## src/rtl/dmem_arbiter_if.sv

```systemverilog
// Requester-side access port of the data-memory arbiter: request fields in,
// grant and registered read response out.
interface dmem_arbiter_if;
    logic        req;
    logic [31:0] addr;
    logic        wr;
    logic [1:0]  size;
    logic [31:0] wdata;
    logic        gnt;
    logic        rvalid;
    logic [31:0] rdata;
    logic        err;

    modport master (
        output req, addr, wr, size, wdata,
        input  gnt, rvalid, rdata, err
    );

    modport slave (
        input  req, addr, wr, size, wdata,
        output gnt, rvalid, rdata, err
    );
endinterface

```

## src/rtl/dmem_arbiter.sv

```systemverilog
// Two-port round-robin arbiter and access sequencer for the byte-addressed data
// memory: grants one requester, checks legality, builds lane enables, returns a
// registered right-aligned response.
module dmem_arbiter #(
    parameter int unsigned MEM_BYTES = 128
) (
    input  logic                clk,
    input  logic                reset,
    dmem_arbiter_if.slave       r0,
    dmem_arbiter_if.slave       r1,
    output logic [31:0]         m_addr,
    output logic [31:0]         m_wdata,
    output logic [3:0]          m_we,
    input  logic [31:0]         m_rdata
);
    localparam int unsigned AW = 32;
    localparam int unsigned DW = 32;
    localparam int unsigned LW = 4;

    // last_q = 1 means port 1 was granted most recently, so port 0 wins next contention
    logic          last_q, last_d;
    logic          gnt0, gnt1, any_gnt;

    logic [AW-1:0] s_addr;
    logic [DW-1:0] s_wdata;
    logic          s_wr;
    logic [1:0]    s_size;
    logic [1:0]    off;
    logic          legal;
    logic [DW-1:0] ld_shift, ld_data;

    logic          rvalid0_q, rvalid0_d, rvalid1_q, rvalid1_d;
    logic          err0_q, err0_d, err1_q, err1_d;
    logic [DW-1:0] rdata0_q, rdata0_d, rdata1_q, rdata1_d;

    // Arbitration: a lone requester always wins; on contention the pointer decides.
    always_comb begin
        gnt0 = 1'b0;
        gnt1 = 1'b0;
        if (!reset) begin
            if (r0.req && (!r1.req || last_q)) begin
                gnt0 = 1'b1;
            end else if (r1.req) begin
                gnt1 = 1'b1;
            end
        end
        any_gnt = gnt0 | gnt1;
        last_d  = any_gnt ? gnt1 : last_q;
    end

    // Selected access fields and legality check.
    always_comb begin
        s_addr  = gnt1 ? r1.addr  : r0.addr;
        s_wdata = gnt1 ? r1.wdata : r0.wdata;
        s_wr    = gnt1 ? r1.wr    : r0.wr;
        s_size  = gnt1 ? r1.size  : r0.size;
        off     = s_addr[1:0];
        legal   = (s_addr < AW'(MEM_BYTES));
        case (s_size)
            2'd0:    legal = legal;
            2'd1:    legal = legal && !off[0];
            2'd2:    legal = legal && (off == 2'b00);
            default: legal = 1'b0;
        endcase
    end

    // Memory drive: idle bus is all zero; illegal accesses never write.
    always_comb begin
        m_addr  = '0;
        m_wdata = '0;
        m_we    = '0;
        if (any_gnt) begin
            m_addr = s_addr;
            if (legal) begin
                case (s_size)
                    2'd0: begin
                        m_wdata = {4{s_wdata[7:0]}};
                        m_we    = 4'b0001 << off;
                    end
                    2'd1: begin
                        m_wdata = {2{s_wdata[15:0]}};
                        m_we    = off[1] ? 4'b1100 : 4'b0011;
                    end
                    default: begin
                        m_wdata = s_wdata;
                        m_we    = 4'b1111;
                    end
                endcase
                if (!s_wr) begin
                    m_we = '0;
                end
            end
        end
    end

    // Load extraction: right-align the addressed lanes and zero-extend.
    always_comb begin
        ld_shift = m_rdata >> {off, 3'b000};
        case (s_size)
            2'd0:    ld_data = {24'b0, ld_shift[7:0]};
            2'd1:    ld_data = {16'b0, ld_shift[15:0]};
            default: ld_data = ld_shift;
        endcase
    end

    always_comb begin
        rvalid0_d = gnt0;
        rvalid1_d = gnt1;
        err0_d    = gnt0 && !legal;
        err1_d    = gnt1 && !legal;
        rdata0_d  = (gnt0 && legal && !s_wr) ? ld_data : '0;
        rdata1_d  = (gnt1 && legal && !s_wr) ? ld_data : '0;
    end

    always_ff @(posedge clk) begin
        if (reset) begin
            last_q    <= 1'b1;
            rvalid0_q <= 1'b0;
            rvalid1_q <= 1'b0;
            err0_q    <= 1'b0;
            err1_q    <= 1'b0;
            rdata0_q  <= '0;
            rdata1_q  <= '0;
        end else begin
            last_q    <= last_d;
            rvalid0_q <= rvalid0_d;
            rvalid1_q <= rvalid1_d;
            err0_q    <= err0_d;
            err1_q    <= err1_d;
            rdata0_q  <= rdata0_d;
            rdata1_q  <= rdata1_d;
        end
    end

    assign r0.gnt    = gnt0;
    assign r1.gnt    = gnt1;
    assign r0.rvalid = rvalid0_q;
    assign r1.rvalid = rvalid1_q;
    assign r0.err    = err0_q;
    assign r1.err    = err1_q;
    assign r0.rdata  = rdata0_q;
    assign r1.rdata  = rdata1_q;

    logic unused_lw;
    assign unused_lw = (LW == 4);
endmodule
```

## src/flat_wrapper.sv

```systemverilog
// flat-port wrapper written by rule: the top's interface ports become plain ports
module dmem_arbiter_flat 
#(
    parameter int unsigned MEM_BYTES = 128
)
  (clk, reset, m_addr, m_wdata, m_we, m_rdata, r0_req, r0_addr, r0_wr, r0_size, r0_wdata, r0_gnt, r0_rvalid, r0_rdata, r0_err, r1_req, r1_addr, r1_wr, r1_size, r1_wdata, r1_gnt, r1_rvalid, r1_rdata, r1_err);
  dmem_arbiter_if r0_i ();
  dmem_arbiter_if r1_i ();
  input  logic clk;
  input  logic reset;
  output logic [31:0] m_addr;
  output logic [31:0] m_wdata;
  output logic [3:0] m_we;
  input  logic [31:0] m_rdata;
  input wire logic [$bits(r0_i.req)-1:0] r0_req;
  input wire logic [$bits(r0_i.addr)-1:0] r0_addr;
  input wire logic [$bits(r0_i.wr)-1:0] r0_wr;
  input wire logic [$bits(r0_i.size)-1:0] r0_size;
  input wire logic [$bits(r0_i.wdata)-1:0] r0_wdata;
  output wire logic [$bits(r0_i.gnt)-1:0] r0_gnt;
  output wire logic [$bits(r0_i.rvalid)-1:0] r0_rvalid;
  output wire logic [$bits(r0_i.rdata)-1:0] r0_rdata;
  output wire logic [$bits(r0_i.err)-1:0] r0_err;
  input wire logic [$bits(r1_i.req)-1:0] r1_req;
  input wire logic [$bits(r1_i.addr)-1:0] r1_addr;
  input wire logic [$bits(r1_i.wr)-1:0] r1_wr;
  input wire logic [$bits(r1_i.size)-1:0] r1_size;
  input wire logic [$bits(r1_i.wdata)-1:0] r1_wdata;
  output wire logic [$bits(r1_i.gnt)-1:0] r1_gnt;
  output wire logic [$bits(r1_i.rvalid)-1:0] r1_rvalid;
  output wire logic [$bits(r1_i.rdata)-1:0] r1_rdata;
  output wire logic [$bits(r1_i.err)-1:0] r1_err;
  assign r0_i.req = r0_req;
  assign r0_i.addr = r0_addr;
  assign r0_i.wr = r0_wr;
  assign r0_i.size = r0_size;
  assign r0_i.wdata = r0_wdata;
  assign r0_gnt = r0_i.gnt;
  assign r0_rvalid = r0_i.rvalid;
  assign r0_rdata = r0_i.rdata;
  assign r0_err = r0_i.err;
  assign r1_i.req = r1_req;
  assign r1_i.addr = r1_addr;
  assign r1_i.wr = r1_wr;
  assign r1_i.size = r1_size;
  assign r1_i.wdata = r1_wdata;
  assign r1_gnt = r1_i.gnt;
  assign r1_rvalid = r1_i.rvalid;
  assign r1_rdata = r1_i.rdata;
  assign r1_err = r1_i.err;
  dmem_arbiter #(.MEM_BYTES(MEM_BYTES)) u_core (.clk(clk), .reset(reset), .r0(r0_i), .r1(r1_i), .m_addr(m_addr), .m_wdata(m_wdata), .m_we(m_we), .m_rdata(m_rdata));
endmodule
```

## config.mk

```make
export PLATFORM = sky130hd
export DESIGN_NAME = dmem_arbiter_flat
export DESIGN_NICKNAME = d
export VERILOG_FILES = /design/src/rtl/dmem_arbiter_if.sv /design/src/rtl/dmem_arbiter.sv /design/src/flat_wrapper.sv
export SDC_FILE = /design/constraint.sdc
export NUM_CORES = 1
export LEC_CHECK = 0
export ABC_CLOCK_PERIOD_IN_PS = 3270
export BUFFER_PORTS_ARGS = -buffer_cell sky130_fd_sc_hd__buf_4
export CAP_MARGIN = 25
export CORE_AREA = 2 2 120 122
export CTS_BUF_LIST = sky130_fd_sc_hd__clkbuf_2 sky130_fd_sc_hd__clkbuf_4 sky130_fd_sc_hd__clkbuf_8
export CTS_CLUSTER_DIAMETER = 60
export DETAILED_ROUTE_END_ITERATION = 10
export DIE_AREA = 0 0 122 124
export PLACE_DENSITY = 0.67
export SKIP_CTS_REPAIR_TIMING = 1
export SLEW_MARGIN = 20
export SYNTH_ARGS = -nofsm -noshare
export SYNTH_HDL_FRONTEND = slang
export SYNTH_SLANG_ARGS = --single-unit
```

## constraint.sdc

```tcl
create_clock -name clk -period 3.27 [get_ports clk]
set_input_delay 0.4905 -clock clk [delete_from_list [all_inputs] [get_ports clk]]
set_output_delay 0.4905 -clock clk [all_outputs]
set_load 0.03 [all_outputs]
```

; Yosys cells after proc, flatten, opt, wreduce, memory -nomap -nowiden
; Index checks and enable logic that the tools add are counted.
[totals]
word_cells = 53
in_bits = 170
register_bits = 69
[classes]
magnitude_cmp = 1
n_eq_ne = 2
n_reduce_logical = 18
n_mux = 20
n_bitwise = 3
shifts = 2
[op_table]
columns = operator, n
row1 = 32-bit two-way mux, 5
row2 = 32-bit case mux with 2 select lines, 2
row3 = "32-bit by 8-bit < comparator with 1-bit output, second input constant", 1
row4 = 32-bit by 5-bit >> shifter with 32-bit output, 1
row5 = 4-bit two-way mux, 4
row6 = 1-bit logical AND, 9
row7 = 4-bit case mux with 2 select lines, 1
row8 = 1-bit two-way mux, 6
row9 = 1-bit zero test, 4
row10 = 2-bit zero test, 2
row11 = 2-bit OR reduction, 2
row12 = "1-bit by 2-bit left shift with 4-bit output, first input constant", 1
row13 = 1-bit case mux with 3 select lines, 1
row14 = "2-bit by 1-bit equality test with 1-bit output, second input constant", 1
row15 = "2-bit equality test, second input constant", 1
row16 = 2-bit two-way mux, 1
row17 = 1-bit NOT, 2
row18 = 1-bit logical OR, 1
row19 = 1-bit bitwise OR, 1

; Longest topological paths before layout
; Gate-level depths: netlist of run 1.
[logic_depth]
depth_word = 13
ltp_mapped = 13
mapped_depth_nobuf = 10

; Worst setup path after synthesis of run 1
; No wires, ideal clock.
[synth_timing]
kind = input port to output port
start = input port reset
end = output port m_we[1]
t_arrival_ns = 3.663
path_buffers = 2
cell_stages = 12
required_time_ns = 2.779
slack_ns = -0.883
path_cell_list = and2b_1 nand2_1 buf_2 buf_1 mux2i_1 inv_1 ha_1 nor4_1 nand2_1 o21ai_1 nand2_1 nor4_1
[synth_between]
elab_chain_cells = 7
elab_cells_between_ends = 21
cone_classes = order compare (1) / eq/ne (2) / shift (1) / mux (11) / bitwise (1) / reduce/logical (5)
[synth_lines]
columns = item, line
row1 = "start, declared", flat_wrapper.sv:10  ; input logic reset;
row2 = 1-bit two-way mux, dmem_arbiter.sv:40  ; if (!reset) begin
row3 = 32-bit two-way mux or 2-bit two-way mux (tied branches), "dmem_arbiter.sv:53, dmem_arbiter.sv:56"
row4 = 32-bit by 8-bit < comparator with 1-bit output (tied with other cells), dmem_arbiter.sv:58  ; legal = (s_addr < AW'(MEM_BYTES));
row5 = 1-bit logical AND (tied with other cells), dmem_arbiter.sv:62  ; 2'd2: legal = legal && (off == 2'b00);
row6 = 1-bit case mux with 3 select lines or 4-bit two-way mux (tied branches), "dmem_arbiter.sv:59, dmem_arbiter.sv:89"
row7 = 4-bit two-way mux, dmem_arbiter.sv:74  ; if (legal) begin
row8 = 4-bit two-way mux (*), dmem_arbiter.sv:72  ; if (any_gnt) begin
row9 = "end, declared", flat_wrapper.sv:13  ; output logic [3:0] m_we;
; Every way passes the cells marked *; elsewhere a longest branch is shown, timed or not.

; Worst setup path after layout of run 1
[layout_timing]
start = input port r1_req
end = output port m_wdata[30]
[layout_between]
elab_chain_cells = 11
elab_cells_between_ends = 24
cone_classes = order compare (1) / eq/ne (2) / mux (12) / bitwise (1) / reduce/logical (8)
[layout_lines]
columns = item, line
row1 = "start, declared", flat_wrapper.sv:24  ; input wire logic [$bits(r1_i.req)-1:0] r1_req;
row2 = 1-bit zero test, dmem_arbiter.sv:41  ; if (r0.req && (!r1.req || last_q)) begin
row3 = 1-bit logical OR, dmem_arbiter.sv:41
row4 = 1-bit logical AND, dmem_arbiter.sv:41
row5 = 1-bit two-way mux, dmem_arbiter.sv:41
row6 = 1-bit two-way mux, dmem_arbiter.sv:40
row7 = 32-bit two-way mux, dmem_arbiter.sv:53  ; s_addr = gnt1 ? r1.addr : r0.addr;
row8 = 32-bit by 8-bit < comparator with 1-bit output (tied with other cells), dmem_arbiter.sv:58
row9 = "1-bit logical AND, on equally long branches", "dmem_arbiter.sv:62, dmem_arbiter.sv:61"
row10 = 1-bit case mux with 3 select lines, dmem_arbiter.sv:59  ; case (s_size)
row11 = 32-bit two-way mux, dmem_arbiter.sv:74
row12 = 32-bit two-way mux (*), dmem_arbiter.sv:72
row13 = "end, declared", flat_wrapper.sv:12  ; output logic [31:0] m_wdata;
; Marks and branches as above.

==> results of run 1 <==
-- critical path, delay by kind of cell --
family,cells,cell delay [ns]
AOI/OAI and AO/OA,1,0.48
muxes,1,0.28
buffers and inverters,4,0.59
adders and majority gates,1,0.18
and+or+nand+nor,4,0.72
-- power breakdown --
part,internal (mW),switching [mW],total [mW]
logic,0.366,0.442,0.809
clock network,0.422,0.314,0.736
registers,0.843,0.00222,0.846
-- layer usage --
| metal | track usage (%) | vias to the layer above |
|---|---|---|
| li1 | - | 2747 |
| met4 | 8.62 | 0 |
| met3 | 4.81 | 43 |
| met5 | 0 | - |
| met2 | 49.4 | 353 |
| met1 | 31.6 | 2828 |
-- logic make-up after synthesis --
| family | synth area share (%) |
|---|---|
| compound gates | 24.7 |
| fa+ha+maj | 1.13 |
| buf+inv | 6.15 |
| flops | 31.1 |
| mux | 10.1 |
| simple gates | 26.8 |
-- worst paths after layout --
check,startpoint,cells after the start,slack [ns],to
worst min-delay path,m_rdata[26],3,0.42,u_core.r0.rdata[26]
worst max register to register,u_core.last_q,10,0.49,u_core.r1.rdata[24]
worst min register to register,u_core.last_q,2,0.55,u_core.last_q
worst max-delay path,r1_req,11,0.02,m_wdata[30]
-- cell usage after synthesis, drive strengths merged (2+ instances only) --
| cell | n |
|---|---|
| a221oi | 9 |
| mux2i | 11 |
| nand3 | 21 |
| a211oi | 25 |
| buf | 22 |
| a2111oi | 19 |
| inv | 6 |
| a2bb2oi | 9 |
| a311oi | 8 |
| nand2 | 90 |
| o21bai | 2 |
| clkinv | 3 |
| mux2 | 16 |
| ha | 4 |
| nor3b | 7 |
| o21ai | 12 |
| and3 | 10 |
| a21oi | 58 |
| and2 | 3 |
| nor4 | 29 |
| nand3b | 3 |
| nand4 | 3 |
| mux4 | 7 |
| nor3 | 47 |
| nand2b | 10 |
| nor2 | 9 |
| dfxtp | 69 |
| clkbuf | 33 |
-- final cells by class --
class                      instances  area (um2)
clock buffer                      13         173
sequential                        69        1390
timing repair buffer             375        2960
tap                              180         225
inverter                           9        33.8
fill                            1221        5500
multi-input combinational        423        3400
clock inverter                     3        42.5
-- through the flow --
step	hold slack (ns)	TNS [ns]	util [%]	setup WS (ns)
finish	0.423	0	59.9	0.0150
global route	0.444	-0.110	59.9	-0.0182
CTS	0.399	-3.29	58.0	-0.127
detailed placement	0.528	-2.06	56.4	-0.0990
global placement	0.513	-0.599	56.4	-0.0686
floorplan	0.493	-6.14	-	-0.225
-- registers in the layout (all words and copies together) (netlist names) --
| name | flops |
|---|---|
| u_core.last_q | 1 |
| u_core.r0.rdata | 32 |
| u_core.r0.rvalid | 1 |
| u_core.r1.rvalid | 1 |
| u_core.r1.err | 1 |
| u_core.r1.rdata | 32 |
| u_core.r0.err | 1 |
==> results.tsv, run 1 <==
stage	metric	value	unit
detailed_routing	Antenna Violating Nets Remaining	0	
layout	share of layout cells above drive strength 1	56.1	%
layout	Layout Area Growth over Synthesis	85.3	%
die	initial core utilization	32.3	%
synthesis	Synthesis Warnings	0	
detailed_routing	Top Metal Used	met4	
die	site row count	43	
critical_path	longest individual stage delay on the worst path	0.48	ns
detailed_routing	Total Wirelength	22000	um
sta	number of hold violations in the final report	0	
sta	count of pins over their slew limit	0	
synthesis	leading register cell type out of synthesis	sky130_fd_sc_hd__dfxtp_1	
placement	sum of net half-perimeters after detailed placement	17500	um
critical_path	slowest library cell on the worst path	sky130_fd_sc_hd__a221o_4	
sta	max_slew headroom	49.1	%
detailed_routing	met1 wire length	8250	um
synthesis	Async SR Flop Fraction	0	%
synthesis	post-synth top area share	31.1	%
placement	number of port buffers	307	
clock_tree	clock insertion delay at the later pin of the skew report	0.35	ns
critical_path	crit-path most repeated cell	sky130_fd_sc_hd__buf_4	
clock_tree	clock edge transition at the registers on the reported setup and hold paths	0.08	ns
placement	standard cell area after detailed placement	7740	um2
detailed_routing	final routed DRC violation total	0	
synthesis	count of unique library cells instantiated by Yosys	48	
layout	final instance count without filler cells	1072	
layout	Antenna Cells	0	
synthesis	largest cells by area after synthesis	sky130_fd_sc_hd__dfxtp_1 (31%), sky130_fd_sc_hd__nand2_1 (7.4%), sky130_fd_sc_hd__a21oi_1 (6.4%), sky130_fd_sc_hd__nor3_1 (5.3%), sky130_fd_sc_hd__a211oi_1 (4.2%)	
sta	final cycle utilization of the critical path	99.5	%
detailed_routing	Via-to-Cell Ratio	5.57	
grt	global-route wire length before repair	31300	um
synthesis	average cell area after synthesis	7.99	um2
synthesis	Post-Syn Nets	729	
layout	Layout Cell Area excl Fill	8220	um2
placement	placed insts	1045	
die	area inside the core boundary	13700	um2
detailed_routing	number of iterations in the first detailed-routing pass	5	
placement	gpl congestion	0.910	
grt	antenna violations before repair	0	
pwr	Overall Power	2.39	mW
synthesis	number of enable-type register cells in the synthesized netlist	0	
synthesis	sequential fraction of the synthesis area	31.1	%
detailed_routing	Starting DRT DRC Count	426	
run_status	result of the run	finished, final reports clean	
critical_path	Setup crit end kind	primary output	
clock_tree	number of sinks handled by clock tree synthesis	69	
sta	Clock Skews	0.0181	ns
sta	slew of the pin with the lowest slew margin	0.764	ns
die	chip height	124	um
detailed_routing	Met3 Routed Length	1820	um
grt	largest net degree at the start of global routing	34	
sta	min Tclk post-route	3.25	ns
die	die extent in x	122	um
clock_tree	maximum count of clock buffers along a single path	2	
critical_path	data arrival time of the worst path	2.76	ns
clock_tree	H-tree lvl count	3	
critical_path	critical path, cell by cell	buf_6 -> and2b_2 -> nand2_4 -> mux2i_4 -> inv_2 -> ha_1 -> nor2b_2 -> a221o_4 -> buf_4 -> nor3_4 -> buf_4	
sta	final setup vio count	0	
layout	most common cell after layout, fill and taps aside	sky130_fd_sc_hd__buf_4	
flow_run	number of violations of the max-capacitance limit	0	
clock_tree	CTS buffer count	9	
clock_tree	buffer type at the clock tree root	sky130_fd_sc_hd__clkbuf_8	
grt	Remaining Overflow, GRT	0	
grt	number of global-route vias before repair	5684	
layout	most frequent cells in the layout	sky130_fd_sc_hd__buf_4 (356), sky130_fd_sc_hd__nand2_1 (85), sky130_fd_sc_hd__dfxtp_1 (68), sky130_fd_sc_hd__a21oi_1 (47), sky130_fd_sc_hd__nor3_1 (32)	
detailed_routing	via count	5971	
sta	RSZ-0062 raised after global routing	true	
worst_hold_path	type of the worst min-delay path	in -> reg	
synthesis	cell count after synthesis	555	
synthesis	area of the mapped netlist	4440	um2
sta	Peak Freq	0.307	GHz
critical_path	path type of the worst setup path	in -> out	
layout	fin nets	1061	
pwr	power per cell area	291	nW/um2
grt	all-layer global routing usage	26.9	%
critical_path	maximum fanout along the worst path	8	
pwr	P_leak	3.65	nW
critical_path	launching element type of the critical path	input port	
detailed_routing	met2 wirelength from detailed routing	11400	um
synthesis	dominant cell type by area after synthesis	sky130_fd_sc_hd__dfxtp_1	
synthesis	register bit count reported by yosys	69	
detailed_routing	detailed-route wire length per cell	20.5	um
die	boundary pin count	308	
clock_tree	CTS tree	done	
die	floorplan die area	15100	um2
pwr	VDD IR max	0.170	mV
critical_path	data required time of the critical path	2.78	ns
Note: power is estimated with default switching activity, not from simulation.
==> run 2, diff against run 1 <==
CELL_PAD_IN_SITES_DETAIL_PLACEMENT = 1   (was unset)
CELL_PAD_IN_SITES_GLOBAL_PLACEMENT = 1   (was unset)
CORE_AREA = 2 2 134 136   (was 2 2 120 122)
DIE_AREA = 0 0 136 138   (was 0 0 122 124)
GPL_TIMING_DRIVEN = 0   (was unset)
MAX_ROUTING_LAYER = met4   (was unset)
PLACE_DENSITY = unset   (was 0.67)
PLACE_DENSITY_LB_ADDON = 0.1   (was unset)
==> results.tsv, run 2 (synthesized netlist as in run 1, its figures left out) <==
stage	metric	value	unit
run_status	result of the run	finished with violations	
run_status	violated checks	negative setup slack	
grt	largest net degree at the start of global routing	13	
placement	gpl congestion	0.874	
critical_path	longest individual stage delay on the worst path	0.38	ns
sta	Peak Freq	0.296	GHz
pwr	part of the total power dissipated in sequential elements	36.1	%
die	die extent in x	136	um
critical_path	setup slack of the most critical reg-to-reg path	0.45	ns
detailed_routing	Top Metal Used	met4	
layout	fin nets	1058	
pwr	VDD IR max	0.191	mV
grt	Remaining Overflow, GRT	0	
layout	share of layout cells above drive strength 1	51.4	%
detailed_routing	Via-to-Cell Ratio	5.24	
sta	Clock Skews	0.0145	ns
placement	sum of net half-perimeters after detailed placement	19300	um
worst_hold_path	type of the worst min-delay path	in -> reg	
pwr	power per cell area	286	nW/um2
placement	DP Worst Slack	-0.929	ns
sta	min Tclk post-route	3.38	ns
critical_path	crit-path most repeated cell	sky130_fd_sc_hd__nand2_2	
detailed_routing	Antenna Violating Nets Remaining	0	
placement	number of port buffers	305	
die	chip height	138	um
critical_path	slowest library cell on the worst path	sky130_fd_sc_hd__a2111oi_4	
flow_run	number of violations of the max-capacitance limit	0	
critical_path	reg-to-reg startpoint	u_core.last_q	
detailed_routing	met2 wirelength from detailed routing	12300	um
placement	standard cell area after detailed placement	7520	um2
grt	number of global-route vias before repair	6381	
layout	most frequent cells in the layout	sky130_fd_sc_hd__buf_4 (281), sky130_fd_sc_hd__nand2_1 (85), sky130_fd_sc_hd__dfxtp_1 (68), sky130_fd_sc_hd__a21oi_1 (57), sky130_fd_sc_hd__buf_6 (45)	
worst_hold_path	worst hold stages	2	
sta	number of hold violations in the final report	0	
detailed_routing	detailed-route wire length per cell	21.2	um
critical_path	path type of the worst setup path	reg -> out	
pwr	proportion of power drawn by combinational gates	32.7	%
sta	count of pins over their slew limit	0	
clock_tree	CTS tree	done	
clock_tree	number of sinks handled by clock tree synthesis	69	
clock_tree	clock edge transition at the registers on the reported setup and hold paths	0.08	ns
pwr	net switching power	0.758	mW
layout	Layout Cell Area excl Fill	8170	um2
critical_path	data arrival time of the worst path	2.89	ns
pwr	Pint	1.58	mW
pwr	clock network fraction of design power	31.1	%
detailed_routing	Met3 Routed Length	1590	um
clock_tree	clock insertion delay at the later pin of the skew report	0.34	ns
die	area inside the core boundary	17500	um2
detailed_routing	Total Wirelength	23700	um
layout	fill cell count	2108	
critical_path	maximum fanout along the worst path	4	
sta	final cycle utilization of the critical path	103	%
sta	final setup slack of the worst path	-0.112	ns
layout	Layout Area Growth over Synthesis	84.3	%
sta	RSZ-0062 raised after global routing	true	
detailed_routing	met1 wire length	9150	um
critical_path	launching element type of the critical path	register	
critical_path	Setup crit end kind	primary output	
worst_hold_path	startpoint of the most critical hold path	reset	
grt	global-route wire length before repair	35400	um
die	boundary pin count	308	
grt	all-layer global routing usage	25.0	%
critical_path	critical path, cell by cell	nand2_2 -> nand2_2 -> buf_12 -> mux2i_4 -> inv_2 -> ha_4 -> nor4_2 -> nand2_1 -> o21ai_4 -> buf_4 -> nand2_2 -> a2111oi_4 -> buf_6	
critical_path	data required time of the critical path	2.78	ns
pwr	Overall Power	2.34	mW
clock_tree	CTS buffer count	9	
die	floorplan die area	18800	um2
pwr	Sw Ratio	32.4	%
critical_path	capture point of the worst reg-to-reg path	u_core.r1.rdata[23]	
worst_hold_path	Min-Delay Endpoint	u_core.last_q	
grt	antenna violations before repair	0	
die	site row count	49	
clock_tree	buffer type at the clock tree root	sky130_fd_sc_hd__clkbuf_8	
sta	max_slew headroom	58.7	%
pwr	P_leak	3.53	nW
detailed_routing	via count	5857	
die	initial core utilization	25.3	%
critical_path	R2R cell count	13	
sta	final setup vio count	21	
detailed_routing	final routed DRC violation total	0	
detailed_routing	number of iterations in the first detailed-routing pass	4	
layout	most common cell after layout, fill and taps aside	sky130_fd_sc_hd__buf_4	
detailed_routing	Starting DRT DRC Count	197	
sta	worst-case hold slack	0.356	ns
layout	Antenna Cells	0	
sta	slew of the pin with the lowest slew margin	0.602	ns
clock_tree	H-tree lvl count	3	
clock_tree	maximum count of clock buffers along a single path	2	
## run 2: cell count changes in the layout (fill, tap and decap cells not counted), sizes merged
cell / change
clkinv: -1
a221o: -1
clkbuf: +25
inv: +1
clkinvlp: +1
buf: -28
## run 2: power groups by stage
stage          Combinational (mW)  Sequential (mW)  Clock [mW]
6_report                    0.766            0.845       0.729
5_1_grt                     0.820            0.845       0.783
4_1_cts                     0.742            0.845       0.745
3_5_place_dp                0.739            0.864           0
3_3_place_gp                0.722            0.864           0
2_1_floorplan               0.392            0.870           0
## run 2: critical path: cells and delay by family (launching register included)
kind	cells	cell delay, ns
AO/OA/AOI/OAI	2	0.58
adder cells (fa/ha/maj)	1	0.18
buffers and inverters	4	0.54
flip-flops	1	0.37
multiplexers	1	0.26
AND/OR/NAND/NOR	5	0.59
## run 2: metrics by stage
step	util [%]	std cells	setup TNS, ns
after floorplan	-	555	-6.14
after global placement	42.9	1089	-37.14
after detailed placement	42.9	1089	-42.61
after CTS	44.1	1105	-31.98
after global routing	46.6	1118	-5.10
final	46.6	1118	-1.21
## run 2: layer usage
| metal | track usage, % | vias to the layer above |
|---|---|---|
| met5 | - | - |
| met4 | 8.39 | 0 |
| li1 | - | 2747 |
| met1 | 29.0 | 2831 |
| met3 | 4.03 | 37 |
| met2 | 43.6 | 242 |
## run 2: worst max path at each step
| stage | slack (ns) | endpoint | cells after the start | startpoint |
|---|---|---|---|---|
| final | -0.11 | m_we[0] | 13 | u_core.last_q |
| after global routing | -0.22 | m_we[0] | 13 | u_core.last_q |
| after CTS | -0.97 | m_wdata[30] | 14 | u_core.last_q |
| after detailed placement | -0.93 | m_wdata[30] | 15 | reset |
| after global placement | -0.87 | m_wdata[24] | 15 | r1_req |
| after floorplan | -0.23 | m_wdata[17] | 13 | reset |
## run 2: layout make-up
class                   instances  area (um2)  share of cell area [%]
repair buffers                319        2560                    31.3
multi-input cells             422        3290                    40.3
clock inverters                 4        55.1                   0.674
inverters                       9        37.5                   0.459
clock buffers                  12         159                    1.94
well taps                     229         287                    3.51
flip-flops and latches         69        1380                    16.9
plain buffers                  54         399                    4.88
